<file path="config.mk">
export PLATFORM = sky130hd
export DESIGN_NAME = qd_decoder_multi
export DESIGN_NICKNAME = d
export VERILOG_FILES = /design/src/rtl/qd_pkg.sv /design/src/rtl/qd_decoder_multi_channel.sv /design/src/rtl/qd_decoder_multi.sv
export SDC_FILE = /design/constraint.sdc
export NUM_CORES = 1
export LEC_CHECK = 0
export ABC_CLOCK_PERIOD_IN_PS = 8600
export CORE_AREA = 4 4 124 126
export DETAILED_ROUTE_END_ITERATION = 7
export DIE_AREA = 0 0 128 130
export GPL_TIMING_DRIVEN = 1
export SLEW_MARGIN = 10
export SYNTH_ARGS = -nofsm -noshare
export SYNTH_HDL_FRONTEND = slang
export SYNTH_SLANG_ARGS = --single-unit
</file>
<file path="constraint.sdc">
create_clock -name clk -period 8.6 [get_ports clk]
set_input_delay 1.72 -clock clk [delete_from_list [all_inputs] [get_ports clk]]
set_output_delay 1.72 -clock clk [all_outputs]
set_load 0.01 [all_outputs]
</file>
<file path="src/rtl/qd_pkg.sv">
// qd_pkg: shared AB state encoding, direction constants and the x4 step decoder
package qd_pkg;
  localparam logic [1:0] AB_00 = 2'b00;
  localparam logic [1:0] AB_10 = 2'b10;
  localparam logic [1:0] AB_11 = 2'b11;
  localparam logic [1:0] AB_01 = 2'b01;
  localparam logic DIR_FWD = 1'b1;
  localparam logic DIR_REV = 1'b0;
  typedef struct packed {
    logic valid;
    logic dir;
    logic illegal;
  } step_t;
  function automatic logic [1:0] qd_pos(input logic [1:0] ab);
    return ab == AB_00 ? 2'd0 : ab == AB_10 ? 2'd1 : ab == AB_11 ? 2'd2 : 2'd3;
  endfunction
  function automatic step_t qd_step(input logic [1:0] prev, input logic [1:0] cur);
    step_t s;
    s.illegal = (prev ^ cur) == 2'b11;
    s.valid = prev != cur && !s.illegal;
    s.dir = qd_pos(cur) == qd_pos(prev) + 2'd1 ? DIR_FWD : DIR_REV;
    return s;
  endfunction
endpackage

</file>
<file path="src/rtl/qd_decoder_multi_channel.sv">
// qd_channel: one encoder channel with sync, glitch filter, prime, x4 decode, counter, dir and sticky err
module qd_channel
  import qd_pkg::*;
#(
  parameter int COUNT_W = 16,
  parameter int SYNC_STAGES = 2,
  parameter int FILT_LEN = 2
) (
  input  logic               clk,
  input  logic               reset,
  input  logic               a,
  input  logic               b,
  input  logic               clear,
  input  logic               err_clr,
  output logic [COUNT_W-1:0] count,
  output logic               dir,
  output logic               err
);
  logic [SYNC_STAGES-1:0] sa, sb, sv;
  logic [1:0] synced, cand, filt, prev;
  logic [3:0] run, run_n;
  logic primed, upd, accept;
  step_t st;
  assign synced = {sa[SYNC_STAGES-1], sb[SYNC_STAGES-1]};
  always_comb begin
    run_n = synced != cand ? 4'd1 : run >= 4'(FILT_LEN) ? run : run + 4'd1;
    accept = sv[SYNC_STAGES-1] && run_n >= 4'(FILT_LEN) && (!primed || synced != filt);
    st = qd_step(prev, filt);
  end
  always_ff @(posedge clk) begin
    if (reset) begin
      sa <= '0;
      sb <= '0;
      sv <= '0;
      cand <= '0;
      run <= '0;
      filt <= '0;
      prev <= '0;
      primed <= 1'b0;
      upd <= 1'b0;
      count <= '0;
      dir <= DIR_REV;
      err <= 1'b0;
    end else begin
      sa <= {sa[SYNC_STAGES-2:0], a};
      sb <= {sb[SYNC_STAGES-2:0], b};
      sv <= {sv[SYNC_STAGES-2:0], 1'b1};
      if (sv[SYNC_STAGES-1]) begin
        cand <= synced;
        run <= run_n;
      end
      upd <= accept && primed;
      if (accept) begin
        filt <= synced;
        prev <= filt;
        primed <= 1'b1;
      end
      if (clear) count <= '0;
      else if (upd && st.valid) count <= st.dir ? count + COUNT_W'(1) : count - COUNT_W'(1);
      if (upd && st.valid) dir <= st.dir;
      err <= (upd && st.illegal) || (err && !err_clr);
    end
  end
endmodule

</file>
<file path="src/rtl/qd_decoder_multi.sv">
// qd_decoder_multi: N-channel x4 quadrature decoder with atomic snapshot bank
module qd_decoder_multi
  import qd_pkg::*;
#(
  parameter int N_CH = 2,
  parameter int COUNT_W = 16,
  parameter int SYNC_STAGES = 2,
  parameter int FILT_LEN = 2
) (
  input  logic                    clk,
  input  logic                    reset,
  input  logic [N_CH-1:0]         enc_a,
  input  logic [N_CH-1:0]         enc_b,
  input  logic [N_CH-1:0]         clear,
  input  logic                    snap,
  input  logic                    err_clr,
  output logic [N_CH*COUNT_W-1:0] count,
  output logic [N_CH*COUNT_W-1:0] snapshot,
  output logic                    snap_valid,
  output logic [N_CH-1:0]         dir,
  output logic [N_CH-1:0]         err
);
  for (genvar i = 0; i < N_CH; i++) begin : g_ch
    qd_channel #(.COUNT_W(COUNT_W), .SYNC_STAGES(SYNC_STAGES), .FILT_LEN(FILT_LEN)) u_ch (
      .clk(clk),
      .reset(reset),
      .a(enc_a[i]),
      .b(enc_b[i]),
      .clear(clear[i]),
      .err_clr(err_clr),
      .count(count[i*COUNT_W +: COUNT_W]),
      .dir(dir[i]),
      .err(err[i])
    );
  end
  always_ff @(posedge clk) begin
    if (reset) begin
      snapshot <= '0;
      snap_valid <= 1'b0;
    end else begin
      if (snap) snapshot <= count;
      snap_valid <= snap;
    end
  end
endmodule
</file>
==> reports/metrics.csv, run 1 <==
stage,metric,value,unit
finish,fillers,1383,
floorplan,core area,14300,µm²
clock_network,CTS HTree Levels,3,
power,total power,0.000941,W
yosys,sequential area share after synthesis,38.8,%
clock_network,clk slew on worst S/H paths,0.07,ns
run_status,status,"finished, final reports clean",
power,sw frac,21.9,%
yosys,post-synthesis xor/xnor area fraction,5.27,%
critical_path,startpoint types,register,
clock_network,CTS max path bufs,2,
placed_design,Buffers on Ports,78,
yosys,Synth Net Count,661,
routing,Routed Antenna Nets,0,
flow_run,max-cap viol count,0,
yosys,asr flop ratio synth,0,%
yosys,Synth Area per Inst,8.79,µm²
yosys,Mapped Area,5320,µm²
yosys,Post-Syn Instances,605,
clock_network,Root Buffer,clkbuf_16,
placed_design,dpl cells,844,
clock_network,post-CTS sizing,0,
routing,average wire per standard cell,14.2,µm
yosys,Yosys reg bits,103,
critical_path,WP data arrival,3.96,ns
power,switching power,0.000206,W
sta,Sum Neg Setup Slack,0,ns
sta,"Min Clock Period, post-route",3.68,ns
finish,Non-Filler Instances,860,
clock_network,post-cts hold buffer count,0,
finish,"Core Util, Final",45.5,%
critical_path,CP endpoint kind,register,
global_route,first-pass GRT wire length,20600,µm
power,Max IR drop VDD,0.0800,mV
sta,max-slew violations,0,
yosys,synth unique cells,49,
global_route,Overflow after GRT,0,
floorplan,starting density of the core,37.2,%
clock_network,TritonCTS clock tree,yes,
global_route,largest net degree at the start of global routing,71,
sta,Fin Hold WS,0.439,ns
sta,RSZ-0062 raised after global routing,false,
routing,vias post-DR,4414,
yosys,mux cell area share after synthesis,8.09,%
yosys,post-synthesis adder-cell area fraction,11.1,%
finish,layout cells sized above 1,3.70,%
finish,Area Overhead vs Synth,22.5,%
yosys,largest family of logic cells by synthesized area,simple AND/OR/NAND/NOR gates,
floorplan,Die Width,128,µm
floorplan,Die H,130,µm
yosys,ys flop type,dfxtp_1,
power,Pint,0.000735,W
sta,final hold vios,0,
power,Clk network pwr share,43.0,%
placed_design,post-DP HPWL,8840,µm
routing,DRT iter0 DRCs,142,
floorplan,I/O pins,79,
clock_network,clock sinks,103,
global_route,Tot GR Track Use,15.0,%
power,Leak,2.71,nW
global_route,vias in the first global route,4444,
sta,# setup viols final,0,
critical_path,register-to-register setup slack,4.92,ns
yosys,post-synthesis simple-gate area fraction,17.5,%
power,Power per Cell Area,144,nW/µm²
sta,skew final,0.00650,ns
routing,drt pass-1 iters,4,
sta,Worst-Margin Slew,1.00,ns
floorplan,die area,16600,µm²
clock_network,Post-CTS Setup Repair Bufs,0,
power,share of power burned in registers,51.7,%
clock_network,clk_lat worst skew,0.35,ns
finish,ANT cells,0,
floorplan,FP Rows,44,
clock_network,CTS Buf Count,9,
yosys,Post-synth EDFFs,0,
routing,vias per inst,5.13,
sta,Worst slew margin,33.4,%
global_route,initial antenna violation count,0,
critical_path,Critical Path RT,8.88,ns
power,Comb power frac,5.3,%
sta,Peak Freq,272,MHz
finish,nets@finish,727,
yosys,Compound-Gate Fraction of Synth Area,15.9,%
placed_design,GP Congestion,0.873,
critical_path,critical path class,reg -> reg,
routing,Post-Route WL,12200,µm
sta,final cycle utilization of the critical path,42.8,%
yosys,Ys Warns,0,
min_path,worst min-delay path category,reg -> reg,
routing,DRC Markers,0,
critical_path,worst-path fanout max,18,
[cells in the final DEF (no fill, tap or decap), types with 3 or more instances in the layout]
cell / Yosys / routed
xor2_1: 15 / 15
mux2i_1: 43 / 43
xnor2_1: 17 / 17
nor2_1: 92 / 92
clkbuf_16: 0 / 9
nand3_1: 5 / 5
a21oi_1: 45 / 45
dfxtp_1: 103 / 103
o21a_1: 10 / 10
o21ai_0: 22 / 22
nor3_1: 11 / 11
or3_1: 4 / 4
clkdlybuf4s50_1: 0 / 76
clkinv_2: 0 / 3
inv_1: 20 / 20
a21o_1: 9 / 9
a31oi_1: 3 / 3
nor2b_1: 19 / 19
o41ai_1: 3 / 3
a22o_1: 3 / 3
ha_1: 44 / 44
nand2_1: 49 / 49
nor4_1: 4 / 4
o31ai_1: 5 / 5
a211oi_1: 10 / 10
and2_1: 7 / 7
or2_2: 3 / 3
o31a_1: 4 / 4
o211ai_1: 5 / 5
[metrics by stage]
| step | instance area (µm²) | setup slack [ns] |
|---|---|---|
| 2_1_floorplan | 5320 | 5.34 |
| 3_3_place_gp | 6220 | 4.85 |
| 3_5_place_dp | 6220 | 4.77 |
| 4_1_cts | 6520 | 4.90 |
| 5_1_grt | 6520 | 4.62 |
| 6_report | 6520 | 4.92 |
[power by group through the flow]
stage	Combinational (W)	Clock [W]	Sequential, W
after floorplan	0.0000379	0	0.000495
after CTS	0.0000505	0.000419	0.000486
after global routing	0.0000553	0.000438	0.000486
final	0.0000500	0.000404	0.000486
after global placement	0.0000485	0	0.000497
after detailed placement	0.0000503	0	0.000497
[cell families (layout without fill, tap and decap cells)]
group	Yosys count	after routing
and+or+nand+nor	206	206
AOI/OAI and AO/OA	131	131
DFF	103	103
adders and majority gates	46	46
buffers and inverters	44	115
muxes	43	43
xor gates and xnor gates	32	32
[per-layer routing]
| metal | wire length (µm) | GRT usage (%) | up-vias |
|---|---|---|---|
| met2 | 5960 | 26.6 | 75 |
| li1 | - | - | 2259 |
| met5 | 0 | 0 | - |
| met3 | 434 | 2.78 | 14 |
| met4 | 219 | 6.30 | 0 |
| met1 | 5620 | 17.9 | 2066 |
[worst max-delay path, cell delays in order, from the launching register on]
cell,delay [ns]
dfxtp_1,0.41
inv_1,0.12
ha_1,0.21
nor2_1,0.14
xor2_1,0.15
nand2_1,0.43
ha_1,0.53
and2_4,0.18
a221oi_2,0.23
a21oi_1,0.12
o31a_1,0.30
o21a_1,0.18
or4_1,0.46
a21oi_1,0.14
[final cells by class]
type,instances,area (µm²),share of cell area [%]
inverter,20,75.1,1.15
timing repair buffer,79,778,11.9
clock buffer,12,246,3.78
sequential,103,2060,31.6
tap,184,230,3.53
clock inverter,4,45.0,0.691
multi-input combinational,458,3080,47.2
[sequential cells by signal, summed over array words and instances (netlist names), 2 cells and up]
| signal | cells |
|---|---|
| g_ch.u_ch.run | 8 |
| g_ch.u_ch.err | 2 |
| g_ch.u_ch.upd | 2 |
| g_ch.u_ch.prev | 4 |
| snapshot | 32 |
| g_ch.u_ch.sv | 2 |
| g_ch.u_ch.dir | 2 |
| g_ch.u_ch.primed | 2 |
| g_ch.u_ch.filt | 4 |
| g_ch.u_ch.cand | 4 |
| g_ch.u_ch.sa | 4 |
| g_ch.u_ch.sb | 4 |
| g_ch.u_ch.count | 32 |
[synthesized netlist by cell type, types with 3 or more instances]
cell      count  area (µm²)
a211oi_1     10        75.1
clkbuf_1     13        48.8
inv_1        20        75.1
or2_2         3        18.8
ha_1         44         551
o21ai_0      22         110
o41ai_1       3        26.3
nor3_1       11        55.1
buf_4         4        30.0
xnor2_1      17         149
dfxtp_1     103        2060
a31oi_1       3        18.8
nor4_1        4        25.0
and2_1        7        43.8
nand2_1      49         184
nand3_1       5        25.0
mux2i_1      43         430
or3_1         4        25.0
buf_1         7        26.3
o31a_1        4        35.0
nor2_1       92         345
a21oi_1      45         225
o21a_1       10        75.1
xor2_1       15         131
a22o_1        3        26.3
o31ai_1       5        37.5
a21o_1        9        67.6
o211ai_1      5        37.5
nor2b_1      19         119
[path summary, 6_finish.rpt]
path | from | to | cells past startpoint
worst min register to register | g_ch[0].u_ch.sv[0] | g_ch[1].u_ch.sv[1] | 1
worst min-delay path | g_ch[0].u_ch.sv[0] | g_ch[1].u_ch.sv[1] | 1
worst max register to register | g_ch[0].u_ch.filt[0] | g_ch[0].u_ch.count[15] | 13
worst max-delay path | g_ch[0].u_ch.filt[0] | g_ch[0].u_ch.count[15] | 13
Power figures use the tool's default switching activity.
==> run 2: changes to the inputs <==
ABC_CLOCK_PERIOD_IN_PS = 3100   (was 8600)
clock period = 3.1 ns   (was 8.6 ns; I/O delays follow)
==> reports/metrics.csv, run 2 (synthesis results as in run 1) <==
stage,metric,value,unit,change
global_route,Tot GR Track Use,15.3,%,+0.32 points
floorplan,Die H,130,µm,unchanged
sta,max-slew violations,0,,unchanged
critical_path,critical path class,reg -> reg,,
critical_path,Critical Path RT,3.39,ns,-5.49 ns
finish,"Core Util, Final",47.8,%,+2.3 points
clock_network,clk_lat worst skew,0.35,ns,about the same
routing,vias post-DR,4453,,+0.88%
critical_path,CP peak stage delay,0.51,ns,-0.02 ns
finish,most frequent cells in the layout,"dfxtp_1, nor2_1, clkdlybuf4s50_1, nand2_1, mux2i_1",,
sta,"Min Clock Period, post-route",3.06,ns,-0.616 ns
sta,final hold vios,0,,unchanged
power,share of power burned in registers,52.4,%,+0.7 points
power,Max IR drop VDD,0.229,mV,+190%
routing,average wire per standard cell,14.2,µm,-0.14%
min_path,WHS Path Cells,1,,unchanged
global_route,first-pass GRT wire length,20900,µm,+1.6%
routing,DRT iter0 DRCs,224,,+58%
floorplan,Die Width,128,µm,unchanged
global_route,largest net degree at the start of global routing,69,,-2.8%
clock_network,clk slew on worst S/H paths,0.07,ns,about the same
clock_network,CTS HTree Levels,3,,unchanged
power,sw frac,22.9,%,+1.1 points
clock_network,TritonCTS clock tree,yes,,
finish,top flop regs,"g_ch.u_ch.count x32, snapshot x32, g_ch.u_ch.run x8",,
power,total power,0.00257,W,+170%
min_path,hold path start,g_ch[0].u_ch.sb[0],,
sta,skew final,0.00800,ns,+0.00150 ns
placed_design,GP Congestion,0.897,,+2.7%
clock_network,Root Buffer,clkbuf_16,,
sta,Worst slew margin,34.0,%,+0.68 points
global_route,initial antenna violation count,0,,unchanged
clock_network,clock sinks,103,,unchanged
sta,Fin Hold WS,0.440,ns,+0.000512 ns
placed_design,dpl ws,-0.00562,ns,-4.78 ns
critical_path,Reg2Reg Depth,12,,-1
finish,ANT cells,0,,unchanged
routing,drt pass-1 iters,4,,unchanged
critical_path,startpoint types,register,,
critical_path,register-to-register setup slack,0.04,ns,-4.88 ns
global_route,Overflow after GRT,0,,unchanged
floorplan,core area,14300,µm²,unchanged
placed_design,post-DP HPWL,8890,µm,+0.59%
power,Clk network pwr share,41.8,%,-1.2 points
critical_path,critical path's most frequent cell,a21oi_2,,
routing,DRC Markers,0,,unchanged
power,Power per Cell Area,376,nW/µm²,+160%
finish,nets@finish,751,,+3.3%
sta,RSZ-0062 raised after global routing,true,,
sta,# setup viols final,0,,unchanged
finish,"most common cell after layout, fill and taps aside",dfxtp_1,,
critical_path,FF-to-FF End,g_ch[0].u_ch.count[15],,
global_route,vias in the first global route,4355,,-2.0%
clock_network,CTS Buf Count,9,,unchanged
power,Leak,2.86,nW,+5.5%
power,Comb power frac,5.8,%,+0.5 points
sta,Final WS setup,0.0377,ns,-4.88 ns
min_path,Hold Crit Endpoint,g_ch[0].u_ch.sb[1],,
sta,Sum Neg Setup Slack,0,ns,unchanged
run_status,status,"finished, final reports clean",,
finish,layout cells sized above 1,12.0,%,+8.3 points
sta,Peak Freq,327,MHz,+20%
flow_run,max-cap viol count,0,,unchanged
routing,Routed Antenna Nets,0,,unchanged
floorplan,starting density of the core,37.2,%,unchanged
critical_path,WP data arrival,3.35,ns,-0.61 ns
power,switching power,0.000590,W,+190%
critical_path,critical-path cell list,ha_1 -> nor2_2 -> xor2_1 -> nand2_2 -> ha_4 -> and2_4 -> a221oi_4 -> a21oi_2 -> o31a_1 -> o21a_1 -> or4_4 -> a21oi_2,,
critical_path,reg2reg start,g_ch[0].u_ch.prev[0],,
floorplan,die area,16600,µm²,unchanged
sta,final cycle utilization of the critical path,98.8,%,+56 points
routing,Post-Route WL,12500,µm,+2.5%
floorplan,I/O pins,79,,unchanged
routing,vias per inst,5.04,,-1.7%
finish,Area Overhead vs Synth,28.7,%,
clock_network,CTS max path bufs,2,,unchanged
finish,fillers,1382,,-0.072%
critical_path,CP endpoint kind,register,,
floorplan,FP Rows,44,,unchanged
critical_path,CP max stage cell,or4_4,,
min_path,worst min-delay path category,reg -> reg,,
clock_network,post-cts hold buffer count,0,,unchanged
sta,Worst-Margin Slew,0.989,ns,-0.0102 ns
critical_path,worst-path fanout max,5,,-13
placed_design,Buffers on Ports,78,,unchanged
power,Pint,0.00198,W,+170%
## run 2: changes by cell type in the layout (fill, tap and decap cells not counted), moves of 4 or more
cell / change
buf_4: +22
ha_1: -7
a21oi_1: -5
a21oi_2: +5
dfxtp_1: -5
o21ai_0: -5
dfxtp_2: +4
ha_4: +4
nand2_2: +4
nor2_1: -4
## run 2: cell type report
type	count	area [µm²]	share of cell area, %
Multi-Input combinational cell	459	3230	47.2
Sequential cell	103	2070	30.3
Timing Repair Buffer	102	955	13.9
Clock buffer	12	256	3.75
Tap cell	184	230	3.36
Inverter	20	80.1	1.17
Clock inverter	3	18.8	0.274
## run 2: what timing repair did
item	CTS	global route
setup buffers	0	3
setup endpoints to repair	2	10
gates cloned	1	0
gates resized for setup	4	41
pin swaps	3	16
## run 2: worst max-delay path by stage
stage / slack, ns / cells after the start / startpoint / end
after floorplan: 0.05 / 13 / g_ch[0].u_ch.filt[0] / g_ch[0].u_ch.count[15]
after global placement: 0.09 / 13 / g_ch[1].u_ch.prev[0] / g_ch[1].u_ch.count[13]
after detailed placement: -0.006 / 12 / g_ch[0].u_ch.prev[0] / g_ch[0].u_ch.count[13]
after CTS: 0.02 / 13 / g_ch[1].u_ch.prev[0] / g_ch[1].u_ch.count[15]
after global routing: -0.10 / 12 / g_ch[0].u_ch.prev[0] / g_ch[0].u_ch.count[15]
final: 0.04 / 12 / g_ch[0].u_ch.prev[0] / g_ch[0].u_ch.count[15]
## run 2: critical path: cells and delay by family (launching register included)
kind	cells	cell delay (ns)
simple gates	4	0.95
fa+ha+maj	2	0.52
flops	1	0.34
xor+xnor	1	0.17
compound gates	5	1.02
## run 2: power groups by stage
| stage | logic [W] | registers (W) | clock network (W) |
|---|---|---|---|
| after CTS | 0.000147 | 0.00135 | 0.00112 |
| after global routing | 0.000167 | 0.00135 | 0.00118 |
| after floorplan | 0.000106 | 0.00137 | 0 |
| final | 0.000150 | 0.00135 | 0.00107 |
| after global placement | 0.000141 | 0.00138 | 0 |
| after detailed placement | 0.000146 | 0.00138 | 0 |
## run 2: per-stage QoR
stage | instance area, µm² | instances
2_1_floorplan | 5350 | 605
3_3_place_gp | 6400 | 864
3_5_place_dp | 6400 | 864
4_1_cts | 6690 | 880
5_1_grt | 6850 | 883
6_report | 6850 | 883
## run 2: layer usage
metal	track usage [%]	share of wire, %
met2	26.1	48
met1	19.1	46
met4	4.87	1.4
met3	3.97	4.7
met5	0	0
==> RTL edit, RTL diff (config.mk and constraints of run 2) <==
Put a register stage on the output `count`, cleared by the reset. The value now appears one clock later. The other outputs are not delayed to match.
--- a/src/rtl/qd_decoder_multi.sv
+++ b/src/rtl/qd_decoder_multi.sv
@@ -20,6 +20,8 @@
   output logic [N_CH-1:0]         dir,
   output logic [N_CH-1:0]         err
 );
+
+  logic [N_CH*COUNT_W-1:0] count_d;
   for (genvar i = 0; i < N_CH; i++) begin : g_ch
     qd_channel #(.COUNT_W(COUNT_W), .SYNC_STAGES(SYNC_STAGES), .FILT_LEN(FILT_LEN)) u_ch (
       .clk(clk),
@@ -28,7 +30,7 @@
       .b(enc_b[i]),
       .clear(clear[i]),
       .err_clr(err_clr),
-      .count(count[i*COUNT_W +: COUNT_W]),
+      .count(count_d[i*COUNT_W +: COUNT_W]),
       .dir(dir[i]),
       .err(err[i])
     );
@@ -38,8 +40,16 @@
       snapshot <= '0;
       snap_valid <= 1'b0;
     end else begin
-      if (snap) snapshot <= count;
+      if (snap) snapshot <= count_d;
       snap_valid <= snap;
     end
   end
+  always_ff @(posedge clk) begin
+    if (reset) begin
+      count <= '0;
+    end else begin
+      count <= count_d;
+    end
+  end
+
 endmodule
Function: changed (a bounded check fails within 10 cycles, from zero or initial values and one cycle with reset high).
==> RTL edit against run 2 <==
- total power grew 54%
- sequential cell count grew 32
- count of clock-buffer cells in the layout grew 6
- core utilization rose by 6.3 points
- routed wire length increased by 7.5%
- global-route usage is 1.6 points higher
- setup slack improved by 140 ps
- final area grew 13%
- synthesized area is 15% higher
==> RTL edit: results (changes against run 2) <==
* Clock Skew at 7.75 ps (-0.244 ps)
* Register area share after synthesis at 44.0% (+5.3 points)
* Total track usage at 16.9% (+1.6 points)
* Synth Net Count at 717 (+8.5%)
* Hpwl dp at 9.89 mm (+11%)
* Critical hold path startpoint: g_ch[0].u_ch.sv[0]
* Reg2Reg Setup Slack at 170 ps (+140 ps)
* Rel. slew slack at 63.4% (+29 points)
* Sw Ratio at 22.1% (-0.82 points)
* Worst r2r dst: g_ch[1].u_ch.count[14]
* Hold path endpoint: g_ch[1].u_ch.sv[1]
* Ranking of synthesized cells by area: dfxtp_1 (44%), ha_1 (9.0%), mux2i_1 (7.5%)
* H-Tree Level Count at 4 (+1)
* Clock group at 2.04 mW (+91%)
* Num CTS Buffers at 17 (+8)
* Initial drt markers at 247 (+10%)
* Post-cts sizing count at 0 (-4)
* Critical Path AT at 3220 ps (-130 ps)
* Setup Crit Path Kind: reg -> reg
* Asr flop ratio synth at 0% (unchanged)
* Distinct cells, synth at 54 (+10%)
* CTS Buffer Depth at 2 (unchanged)
* Pre-antenna DRT Iters at 5 (+1)
* Routability cong. at 0.885 (-1.4%)
* Largest registers: count (32), g_ch.u_ch.count (32), snapshot (32)
* Leakage at 3.25 nW (+13%)
* CP peak stage delay at 350 ps (-160 ps)
* DRC at 0 (unchanged)
* Layout Nets at 802 (+6.8%)
* Peak supply drop at 0.341 mV (+49%)
* Power share of the sequential group at 44.5% (-7.9 points)
* Commonest cells post-synth: dfxtp_1 (135), nor2_1 (94), nand2_1 (56)
* Largest net degree at the start of global routing at 43 (-38%)
* Total Wirelength at 13.5 mm (+7.5%)
* Critical path's slowest cell: dfxtp_2
* Crit-path max FO at 7 (+2)
* Vias at 4788 (+7.5%)
* Status: finished clean
* RR Startpoint: g_ch[1].u_ch.prev[0]
* Fillers at 1308 (-5.4%)
* Clock latency on the worst-skew pair at 420 ps (+70 ps)
* Area after DPL at 7130 um2 (+11%)
* Fraction of layout cells with a size suffix above 1 at 8.70% (-3.3 points)
* Syn. warnings at 0 (unchanged)
* Post-CTS setup repair buffer count at 0 (unchanged)
* First-pass GRT wire length at 22.7 mm (+8.3%)
[RTL edit: metrics by stage]
| step | total power [mW] | util, % | cells | setup WS, ps | hold WS (ps) |
|---|---|---|---|---|---|
| 2_1_floorplan | 1.91 | - | 661 | 166 | 414 |
| 5_1_grt | 4.11 | 54.1 | 943 | -7.37 | 465 |
| 3_5_place_dp | 1.95 | 49.8 | 911 | 57.4 | 422 |
| 4_1_cts | 4.01 | 54.0 | 943 | 26.8 | 436 |
| 3_3_place_gp | 1.95 | 49.8 | 911 | 150 | 420 |
| 6_report | 3.96 | 54.1 | 943 | 173 | 435 |
[RTL edit: logic make-up after synthesis]
family	count (synthesis)	synth area share [%]
AOI/OAI and AO/OA	119	13.0
xor gates and xnor gates	36	5.14
adders and majority gates	46	9.62
buffers and inverters	50	3.36
DFF	135	44.0
muxes	46	7.50
and+or+nand+nor	229	17.4
[RTL edit: how the worst max path moves through the flow]
stage	end	slack, ps	depth (start not counted)
after global routing	g_ch[1].u_ch.count[14]	-7	13
after floorplan	g_ch[1].u_ch.count[14]	170	13
after global placement	g_ch[1].u_ch.count[14]	150	12
after detailed placement	g_ch[0].u_ch.count[14]	60	13
final	g_ch[1].u_ch.count[14]	170	12
after CTS	g_ch[0].u_ch.count[14]	30	13
[RTL edit: area by class of cell]
cell class / instances / area share [%]
inverter: 24 / 1.16
timing repair buffer: 92 / 11.3
clock buffer: 18 / 5.54
sequential: 135 / 34.9
clock inverter: 14 / 2.23
tap: 184 / 2.97
multi-input combinational: 476 / 41.8
[RTL edit: metal layers]
layer / vias up / track usage, % / share of wire [%]
met1: 2232 / 20.8 / 47
met2: 103 / 28.7 / 48
met5: - / 0 / 0
met3: 18 / 4.26 / 3.9
met4: 0 / 6.62 / 1.6
li1: 2435 / - / -
